<file path="src/rtl/sim_ctrl_uart_if.sv">
// CPU data-bus port of the simulation-control / console peripheral.
interface sim_ctrl_uart_if;
    logic [31:0] dbus_addr;
    logic        dbus_we;
    logic [31:0] dbus_wdata;
    logic        dbus_re;
    logic [31:0] dbus_rdata;

    modport master (
        output dbus_addr,
        output dbus_we,
        output dbus_wdata,
        output dbus_re,
        input  dbus_rdata
    );

    modport slave (
        input  dbus_addr,
        input  dbus_we,
        input  dbus_wdata,
        input  dbus_re,
        output dbus_rdata
    );
endinterface

</file>
<file path="src/rtl/sim_ctrl_uart.sv">
// Simulation-control / console peripheral: putchar stores feed a TX FIFO serialised as 8N1 UART,
// a finish store raises the sticky fini_o once every queued character has left the wire.
module sim_ctrl_uart #(
    parameter logic [31:0] ADDR         = 32'h4000_8000,
    parameter int unsigned CLKS_PER_BIT = 868,
    parameter int unsigned FIFO_DEPTH   = 16
) (
    input  logic                  clk_i,
    input  logic                  rst_i,
    sim_ctrl_uart_if.slave        dbus,
    output logic                  txd_o,
    output logic                  fini_o,
    output logic                  busy_o
);

    localparam int unsigned AW = $clog2(FIFO_DEPTH);
    localparam int unsigned PW = AW + 1;
    localparam int unsigned BW = $clog2(CLKS_PER_BIT);
    localparam logic [BW-1:0] BAUD_LAST = BW'(CLKS_PER_BIT - 1);

    typedef enum logic [1:0] {StIdle, StStart, StData, StStop} state_e;

    state_e          state_q, state_d;
    logic [BW-1:0]   baud_q, baud_d;
    logic [2:0]      bit_q, bit_d;
    logic [7:0]      shift_q, shift_d;
    logic            txd_q, txd_d;
    logic [PW-1:0]   wptr_q, wptr_d;
    logic [PW-1:0]   rptr_q, rptr_d;
    logic            ovf_q, ovf_d;
    logic            fin_req_q, fin_req_d;
    logic            fini_q, fini_d;
    logic [31:0]     rdata_q, rdata_d;
    logic [7:0]      mem_q [FIFO_DEPTH];

    logic            hit_we, hit_re, push, pop, empty, full, busy, baud_tick;
    logic [1:0]      cmd;
    logic [PW-1:0]   count;
    logic            unused_wdata;

    assign hit_we    = dbus.dbus_we && (dbus.dbus_addr == ADDR);
    assign hit_re    = dbus.dbus_re && (dbus.dbus_addr == ADDR);
    assign cmd       = dbus.dbus_wdata[17:16];
    assign count     = wptr_q - rptr_q;
    assign empty     = (wptr_q == rptr_q);
    // Pointers carry one extra wrap bit so full and empty are distinguishable.
    assign full      = (wptr_q[AW] != rptr_q[AW]) && (wptr_q[AW-1:0] == rptr_q[AW-1:0]);
    assign busy      = !empty || (state_q != StIdle);
    assign baud_tick = (baud_q == BAUD_LAST);
    // Full is judged before any same-cycle pop, so a push into a full FIFO is always dropped.
    assign push      = hit_we && (cmd == 2'b01) && !full && !fin_req_q;
    assign pop       = (state_q == StIdle) && !empty;
    assign unused_wdata = ^{dbus.dbus_wdata[31:18], dbus.dbus_wdata[15:8]};

    // Bus decode, FIFO bookkeeping, status readback and finish tracking.
    always_comb begin
        wptr_d    = wptr_q;
        rptr_d    = rptr_q;
        ovf_d     = ovf_q;
        fin_req_d = fin_req_q;
        if (push) begin
            wptr_d = wptr_q + PW'(1);
        end
        if (pop) begin
            rptr_d = rptr_q + PW'(1);
        end
        // Drops after a finish request are intentional, not overflow.
        if (hit_we && (cmd == 2'b01) && full && !fin_req_q) begin
            ovf_d = 1'b1;
        end
        if (hit_we && (cmd == 2'b10)) begin
            fin_req_d = 1'b1;
        end
        fini_d  = fini_q || (fin_req_q && empty && (state_q == StIdle));
        // Status reflects the state before any store in the same cycle.
        rdata_d = hit_re ? {16'b0, fin_req_q, ovf_q, busy, full, empty, 3'b0, 8'(count)} : 32'b0;
    end

    // UART transmitter next state; txd is computed one cycle ahead and registered.
    always_comb begin
        state_d = state_q;
        baud_d  = baud_q;
        bit_d   = bit_q;
        shift_d = shift_q;
        txd_d   = txd_q;
        unique case (state_q)
            StIdle: begin
                txd_d  = 1'b1;
                baud_d = '0;
                if (!empty) begin
                    shift_d = mem_q[rptr_q[AW-1:0]];
                    state_d = StStart;
                    txd_d   = 1'b0;
                end
            end
            StStart: begin
                if (baud_tick) begin
                    baud_d  = '0;
                    bit_d   = 3'd0;
                    state_d = StData;
                    txd_d   = shift_q[0];
                end else begin
                    baud_d = baud_q + BW'(1);
                end
            end
            StData: begin
                if (baud_tick) begin
                    baud_d = '0;
                    if (bit_q == 3'd7) begin
                        state_d = StStop;
                        txd_d   = 1'b1;
                    end else begin
                        bit_d   = bit_q + 3'd1;
                        shift_d = shift_q >> 1;
                        txd_d   = shift_q[1];
                    end
                end else begin
                    baud_d = baud_q + BW'(1);
                end
            end
            StStop: begin
                if (baud_tick) begin
                    baud_d  = '0;
                    state_d = StIdle;
                end else begin
                    baud_d = baud_q + BW'(1);
                end
            end
            default: state_d = StIdle;
        endcase
    end

    // State registers with synchronous reset; a reset mid-frame abandons the frame.
    always_ff @(posedge clk_i) begin
        if (rst_i) begin
            state_q   <= StIdle;
            baud_q    <= '0;
            bit_q     <= 3'd0;
            shift_q   <= 8'd0;
            txd_q     <= 1'b1;
            wptr_q    <= '0;
            rptr_q    <= '0;
            ovf_q     <= 1'b0;
            fin_req_q <= 1'b0;
            fini_q    <= 1'b0;
            rdata_q   <= 32'b0;
        end else begin
            state_q   <= state_d;
            baud_q    <= baud_d;
            bit_q     <= bit_d;
            shift_q   <= shift_d;
            txd_q     <= txd_d;
            wptr_q    <= wptr_d;
            rptr_q    <= rptr_d;
            ovf_q     <= ovf_d;
            fin_req_q <= fin_req_d;
            fini_q    <= fini_d;
            rdata_q   <= rdata_d;
        end
    end

    // FIFO storage; stale contents are harmless because reset clears the pointers.
    always_ff @(posedge clk_i) begin
        if (push) begin
            mem_q[wptr_q[AW-1:0]] <= dbus.dbus_wdata[7:0];
        end
    end

    assign dbus.dbus_rdata = rdata_q;
    assign txd_o           = txd_q;
    assign fini_o          = fini_q;
    assign busy_o          = busy;

endmodule

</file>
<file path="src/flat_wrapper.sv">
// flat-port wrapper written by rule: the top's interface ports become plain ports
module sim_ctrl_uart_flat 
#(
    parameter logic [31:0] ADDR         = 32'h4000_8000,
    parameter int unsigned CLKS_PER_BIT = 868,
    parameter int unsigned FIFO_DEPTH   = 16
)
  (clk_i, rst_i, txd_o, fini_o, busy_o, dbus_dbus_addr, dbus_dbus_we, dbus_dbus_wdata, dbus_dbus_re, dbus_dbus_rdata);
  sim_ctrl_uart_if dbus_i ();
  input  logic clk_i;
  input  logic rst_i;
  output logic txd_o;
  output logic fini_o;
  output logic busy_o;
  input wire logic [$bits(dbus_i.dbus_addr)-1:0] dbus_dbus_addr;
  input wire logic [$bits(dbus_i.dbus_we)-1:0] dbus_dbus_we;
  input wire logic [$bits(dbus_i.dbus_wdata)-1:0] dbus_dbus_wdata;
  input wire logic [$bits(dbus_i.dbus_re)-1:0] dbus_dbus_re;
  output wire logic [$bits(dbus_i.dbus_rdata)-1:0] dbus_dbus_rdata;
  assign dbus_i.dbus_addr = dbus_dbus_addr;
  assign dbus_i.dbus_we = dbus_dbus_we;
  assign dbus_i.dbus_wdata = dbus_dbus_wdata;
  assign dbus_i.dbus_re = dbus_dbus_re;
  assign dbus_dbus_rdata = dbus_i.dbus_rdata;
  sim_ctrl_uart #(.ADDR(ADDR), .CLKS_PER_BIT(CLKS_PER_BIT), .FIFO_DEPTH(FIFO_DEPTH)) u_core (.clk_i(clk_i), .rst_i(rst_i), .dbus(dbus_i), .txd_o(txd_o), .fini_o(fini_o), .busy_o(busy_o));
endmodule
</file>
<file path="config.mk">
export PLATFORM = sky130hd
export DESIGN_NAME = sim_ctrl_uart_flat
export DESIGN_NICKNAME = d
export VERILOG_FILES = /design/src/rtl/sim_ctrl_uart_if.sv /design/src/rtl/sim_ctrl_uart.sv /design/src/flat_wrapper.sv
export SDC_FILE = /design/constraint.sdc
export NUM_CORES = 1
export LEC_CHECK = 0
export ABC_AREA = 1
export BUFFER_PORTS_ARGS = -buffer_cell sky130_fd_sc_hd__buf_2
export CAP_MARGIN = 20
export CORE_UTILIZATION = 45
export DETAILED_ROUTE_END_ITERATION = 8
export PLACE_DENSITY = 0.66
export SLEW_MARGIN = 10
export SYNTH_ARGS = -nofsm -noshare
export SYNTH_HDL_FRONTEND = slang
export SYNTH_SLANG_ARGS = --single-unit
</file>
<file path="constraint.sdc">
create_clock -name clk_i -period 5.9 [get_ports clk_i]
set_clock_uncertainty 0.1 [all_clocks]
set_input_delay 0.59 -clock clk_i [delete_from_list [all_inputs] [get_ports clk_i]]
set_output_delay 0.59 -clock clk_i [all_outputs]
set_load 0.02 [all_outputs]
</file>
=== After elaboration in Yosys (flattened, before gate mapping) ===
Memory sizes are Yosys's and may differ from the RTL's. A register that Yosys moved wholly into a read port is not among the register bits.
Index checks and enable logic that the tools add are counted.

* Add/subtract/negate cells: 5
* Equal/unequal tests: 17
* Multiplexer cells: 25
* Bitwise gates (word level): 1
* Reductions and logical operators: 28

{| class="wikitable"
|+ Operator list
! operator !! count
|-
| equality test 32 x 31 -> 1 bit, second input constant || 1
|-
| 2-to-1 mux 8 bit || 3
|-
| case mux 10 bit (2 select lines) || 1
|-
| case mux 8 bit (2 select lines) || 1
|-
| logical AND 1 bit || 12
|-
| adder 10 x 1 -> 10 bit, second input constant || 1
|-
| adder 5 x 1 -> 5 bit, second input constant || 2
|-
| equality test 10 bit, second input constant || 1
|-
| 2-to-1 mux 10 bit || 1
|-
| 2-to-1 mux 2 bit || 5
|-
| 2-to-1 mux 3 bit || 3
|-
| 2-to-1 mux 4 bit || 2
|-
| != test 2 x 1 -> 1 bit, second input constant || 4
|-
| case mux 2 bit (4 select lines) || 1
|-
| AND reduction 4 bit || 2
|-
| equality test 2 bit, second input constant || 3
|-
| 2-to-1 mux 1 bit || 6
|-
| case mux 3 bit (2 select lines) || 1
|-
| nonzero test 2 bit || 3
|-
| equality test 5 bit || 1
|-
| AND reduction 5 bit || 1
|-
| subtractor 5 bit || 1
|-
| equality test 2 x 1 -> 1 bit, second input constant || 2
|-
| equality test 4 bit || 1
|-
| 13 further kinds || 17
|}

* Bits in registers: 69
* Memory bits (writable): 128
* Input bits: 68
* Memories: 1

{| class="wikitable"
|+ Memories
! memory !! words !! bits a word !! rd ports !! clocked after memory_dff !! wr ports !! RTL line !! RTL
|-
| u_core.mem_q || 16 || 8 || 1 || 1 || 1 || sim_ctrl_uart.sv:34 || <nowiki>logic [7:0] mem_q [FIFO_DEPTH];</nowiki>
|}

=== Logic depth before layout (Yosys ltp) ===
* Depth in word-level cells: 7
* Mapped depth: 12
* Gate-level depth less buffers: 11

=== Worst setup path before layout ===
OpenSTA, ideal clock, no wires.

* Kind: register to register
* Start point: register u_core.wptr_q[0]
* End point: memory u_core.mem_q[11][0] (enable)
* Data arrival time: 1.871 ns
* Path slack: 3.558 ns
* Stages on the path, launching flop included: 10
* Cell sequence: dfxtp_1 -> inv_1 -> ha_1 -> nand2_1 -> nor2_4 -> a21oi_1 -> nand4_2 -> nor2_1 -> inv_2 -> nor2_1

* Cells in the longest elaborated chain, start to end: 7

{| class="wikitable"
|+ Ends and longest elaborated chain
! what !! RTL line !! RTL
|-
| from (decl) || sim_ctrl_uart.sv:28 || <nowiki>logic [PW-1:0] wptr_q, wptr_d;</nowiki>
|-
| from (signal assigned) || sim_ctrl_uart.sv:153 || <nowiki>wptr_q <= wptr_d;</nowiki>
|-
| equality test 4 bit || sim_ctrl_uart.sv:47 || <nowiki>assign full = (wptr_q[AW] != rptr_q[AW]) && (wptr_q[AW-1:0] == rptr_q[AW-1:0]);</nowiki>
|-
| logical AND 1 bit || sim_ctrl_uart.sv:47 ||
|-
| logical NOT 1 bit || sim_ctrl_uart.sv:51 || <nowiki>assign push = hit_we && (cmd == 2'b01) && !full && !fin_req_q;</nowiki>
|-
| logical AND 1 bit (2 in series) || sim_ctrl_uart.sv:51 ||
|-
| 2-to-1 mux 1 bit || sim_ctrl_uart.sv:164 || <nowiki>if (push) begin</nowiki>
|-
| 2-to-1 mux 1 bit (not written as such) || sim_ctrl_uart.sv:165 || <nowiki>mem_q[wptr_q[AW-1:0]] <= dbus.dbus_wdata[7:0];</nowiki>
|-
| to (decl) || sim_ctrl_uart.sv:34 ||
|}

Parallel ways exist; a longest one is shown, timed or not.

=== Worst setup path after layout ===
* Start point: register u_core.rptr_q[1]
* End point: memory u_core.mem_q[11][5] (enable)

* Cells in the longest elaborated chain, start to end: 7

{| class="wikitable"
|+ Ends and longest elaborated chain
! what !! RTL line !! RTL
|-
| from (decl) || sim_ctrl_uart.sv:29 || <nowiki>logic [PW-1:0] rptr_q, rptr_d;</nowiki>
|-
| from (signal assigned) || sim_ctrl_uart.sv:154 || <nowiki>rptr_q <= rptr_d;</nowiki>
|-
| equality test 4 bit || sim_ctrl_uart.sv:47 ||
|-
| logical AND 1 bit || sim_ctrl_uart.sv:47 ||
|-
| logical NOT 1 bit || sim_ctrl_uart.sv:51 ||
|-
| logical AND 1 bit (2 in series) || sim_ctrl_uart.sv:51 ||
|-
| 2-to-1 mux 1 bit || sim_ctrl_uart.sv:164 ||
|-
| 2-to-1 mux 1 bit (not written as such) || sim_ctrl_uart.sv:165 ||
|}

No other way between the ends.

==> metrics <==
Worst Max-Slew Pin Slew 924 ps; number of instances in the synthesized netlist roughly 790; outcome complete, no violations; Worst slew margin 38.1%; post-synth cell types 35; most frequent cell on the critical path nor2_1; count of final setup violators 0; Worst R2R Setup Slack approximately 3000 ps; hold path endpoint u_core.dbus.dbus_rdata[14]; clock-pin transition on the worst setup and hold timing paths approximately 70 ps; sequential fraction of the synthesis area approximately three fifths; final routed wire length divided by cell count ~14 um; number of stages on the worst hold path 2; GR met3 Demand/Resource under 10%; NumNets Final between 900 and 1000; kind of critical path reg -> reg; clock buffer depth 2; hold path startpoint u_core.ovf_q; mux share of post-synthesis cell area 0%; largest family of logic cells by synthesized area simple AND/OR/NAND/NOR gates; global-route usage over all layers a little under a fifth; worst voltage drop across the vdd grid approximately 0.30 mV; H-Tree Depth 4; residual antenna-violating net count after detailed routing 0; Static Leak between 0.003 and 0.004 uW; Iteration-0 DRC Markers roughly 450; first-pass GRT wire length 24800 um; reg-to-reg startpoint u_core.rptr_q[1]; fraction of layout instances using a drive strength above 1 13.5%; worst path buffer plus inverter count 2; cell chain of the critical path inv_1 > ha_1 > nand2_1 > nor2_4 > a21oi_1 > nand4_2 > nor2_1 > inv_2 > nor2_1; area overhead of the layout relative to synthesis 11.8%; Critical Path Start Type register; top cell family by delay on the critical path simple AND/OR/NAND/NOR gates; number of storage elements in the synthesis netlist 179; share of the synthesized area in compound gates (AO/OA/AOI/OAI) a little over a tenth; height of the die roughly 130 um; CTS tree done; met2 Use GR 28.2%; Mapped Avg Cell Area about 10 um2; post-CTS sizing 0; cts hold-fix bufs 0; number of top-level design ports between 100 and 150; Antenna Cells 0; Yosys Warn Count 0; power density relative to cell area 394 mW/mm2; RSZ-0062 raised after global routing no; synthesized cell area ~0.008 mm2; Worst Setup Slack, final a little under 3000 ps; maximum operating frequency around 0.34 GHz; slowest cell on the critical path nor2_1; global routing's busiest layer met2; CORE AREA ~0.017 mm2; class of the most critical hold timing path reg -> reg; detailed-router iteration count before antenna repair 5; number of failing hold endpoints at the final stage 0; maximum fanout along the worst path 8; Sink Count between 150 and 200; chip width roughly 130 um; capture point of the worst reg-to-reg path u_core.mem_q[11][5]; CP startpoint u_core.rptr_q[1]; global placement routability congestion 0.792; number of port buffers 58; vias per std cell 4.97; largest net degree at the start of global routing 76; total setup buffers inserted after CTS 0; setup TNS after final layout 0 ps; die outline area about 0.018 mm2; initial antenna violation count 0; basic-gate share of the synthesized area counting and, or, nand and nor cells 15.2%; initial cell density of the core between 40% and 50%; crit path capture type register; total routed wirelength ~15000 um; final worst-path cycle share around 50%; logic depth of the worst register-to-register path 9; number of global-route vias before repair just under 5000; number of buffers created by CTS 17; DR vias ~5300; total congestion overflow 0; global-route track usage on met1 25.5%; largest stage delay on the critical path between 700 and 800 ps; Final Core Density 51.4%; final routed DRC violation total 0; Post-Synth Adder-Cell Area 2.94%; shortest clock period the worst path allows after layout a little under 3000 ps; Worst EP arrival around 2900 ps; post-synthesis share of cell area spent on xor and xnor gates 0.663%; post-detailed-placement half-perimeter wirelength 9860 um; Clock Latency Late Sink 420 ps; endpoint required time on the critical path ~5900 ps; root cell of the clock tree clkbuf_16; number of placement rows between 40 and 50; number of maximum-capacitance violations 0; Slew Viols, Final 0; pre-CTS setup slack ~2900 ps
==> kinds of logic (layout without fill, tap and decap cells) <==
kind of cell / count (synthesis) / after routing
AND/OR/NAND/NOR: 277 / 277
XOR/XNOR: 6 / 6
buffers and inverters: 163 / 203
AO/OA/AOI/OAI: 141 / 141
other: 1 / 22
flip-flops: 179 / 179
adder cells (fa/ha/maj): 18 / 18
==> cell usage after synthesis <==
cell | instances | area [um2]
a211oi_1 | 1 | 7.51
a21oi_1 | 51 | 255
a21oi_2 | 3 | 26.3
buf_2 | 15 | 75.1
buf_4 | 23 | 173
buf_6 | 1 | 11.3
clkbuf_1 | 14 | 52.6
conb_1 | 1 | 3.75
dfxtp_1 | 51 | 1020
edfxtp_1 | 128 | 3840
fa_1 | 1 | 20.0
ha_1 | 17 | 213
inv_1 | 107 | 402
inv_2 | 3 | 11.3
nand2_1 | 109 | 409
nand2_2 | 1 | 6.26
nand2_4 | 2 | 22.5
nand3_1 | 67 | 335
nand3b_1 | 2 | 15.0
nand3b_2 | 1 | 11.3
nand4_1 | 1 | 6.26
nand4_2 | 1 | 12.5
nor2_1 | 78 | 293
nor2_2 | 4 | 25.0
nor2_4 | 1 | 11.3
nor3_1 | 5 | 25.0
nor3b_1 | 2 | 15.0
nor4_1 | 1 | 6.26
o211ai_1 | 40 | 300
o21ai_0 | 43 | 215
o21ai_4 | 2 | 32.5
o21bai_1 | 1 | 7.51
or2_2 | 2 | 12.5
xnor2_1 | 3 | 26.3
xor2_1 | 3 | 26.3
==> routing by layer <==
layer	vias to the layer above	wire [um]
met2	170	7030
met4	0	295
met3	17	801
li1	2695	-
met1	2438	7330
met5	-	0
==> sequential cells by signal, indices dropped and copies added, names as in the netlist, 2 cells and up, named ones only <==
name	cells
u_core.baud_q	10
u_core.bit_q	3
u_core.dbus.dbus_rdata	10
u_core.mem_q	128
u_core.rptr_q	5
u_core.shift_q	8
u_core.state_q	2
u_core.wptr_q	5
==> power breakdown <==
part | switching, uW | internal [uW]
Combinational | 634 | 313
Sequential | 75.3 | 1400
Clock | 515 | 560
==> worst max path at each step <==
stage | endpoint | slack (ps) | cells after the start
after floorplan | u_core.mem_q[11][0] | 3560 | 9
after global placement | u_core.mem_q[5][7] | 2920 | 10
after detailed placement | u_core.mem_q[10][4] | 2860 | 10
after CTS | u_core.mem_q[10][4] | 2940 | 9
after global routing | u_core.mem_q[11][3] | 2720 | 9
final | u_core.mem_q[11][5] | 2960 | 9
==> tightest hold or removal path: cells and delay by family, from the launching register on <==
family / cells / cell delay (ps)
AND/OR/NAND/NOR: 1 / 40
buffers and inverters: 1 / 60
flip-flops: 1 / 300
==> cell type report <==
| class | instances | area (um2) |
|---|---|---|
| Timing Repair Buffer | 61 | 313 |
| Clock buffer | 17 | 425 |
| Inverter | 110 | 413 |
| Fill cell | 1501 | 8370 |
| Sequential cell | 179 | 4870 |
| Clock inverter | 15 | 144 |
| Multi-Input combinational cell | 464 | 2420 |
| Tap cell | 225 | 282 |
==> layout by cell type (no fill, tap or decap), drive strengths merged, types with 2 or more instances in the layout <==
cell type	n
edfxtp	128
inv	117
nand2	112
nor2	83
nand3	67
buf	61
a21oi	54
dfxtp	51
o21ai	45
o211ai	40
conb	22
ha	17
clkbuf	17
clkinv	6
nor3	5
xnor2	3
xor2	3
nand3b	3
nor3b	2
or2	2
clkinvlp	2
nand4	2
==> stage by stage <==
| step | hold slack [ps] | instance area, um2 | std cells | power (uW) |
|---|---|---|---|---|
| after floorplan | 316 | 8010 | 806 | 2240 |
| after global placement | 330 | 8300 | 1039 | 2430 |
| after detailed placement | 328 | 8300 | 1039 | 2450 |
| after CTS | 338 | 8860 | 1071 | 3520 |
| after global routing | 361 | 8860 | 1071 | 3710 |
| final | 341 | 8860 | 1071 | 3490 |
Power figures use the tool's default switching activity.
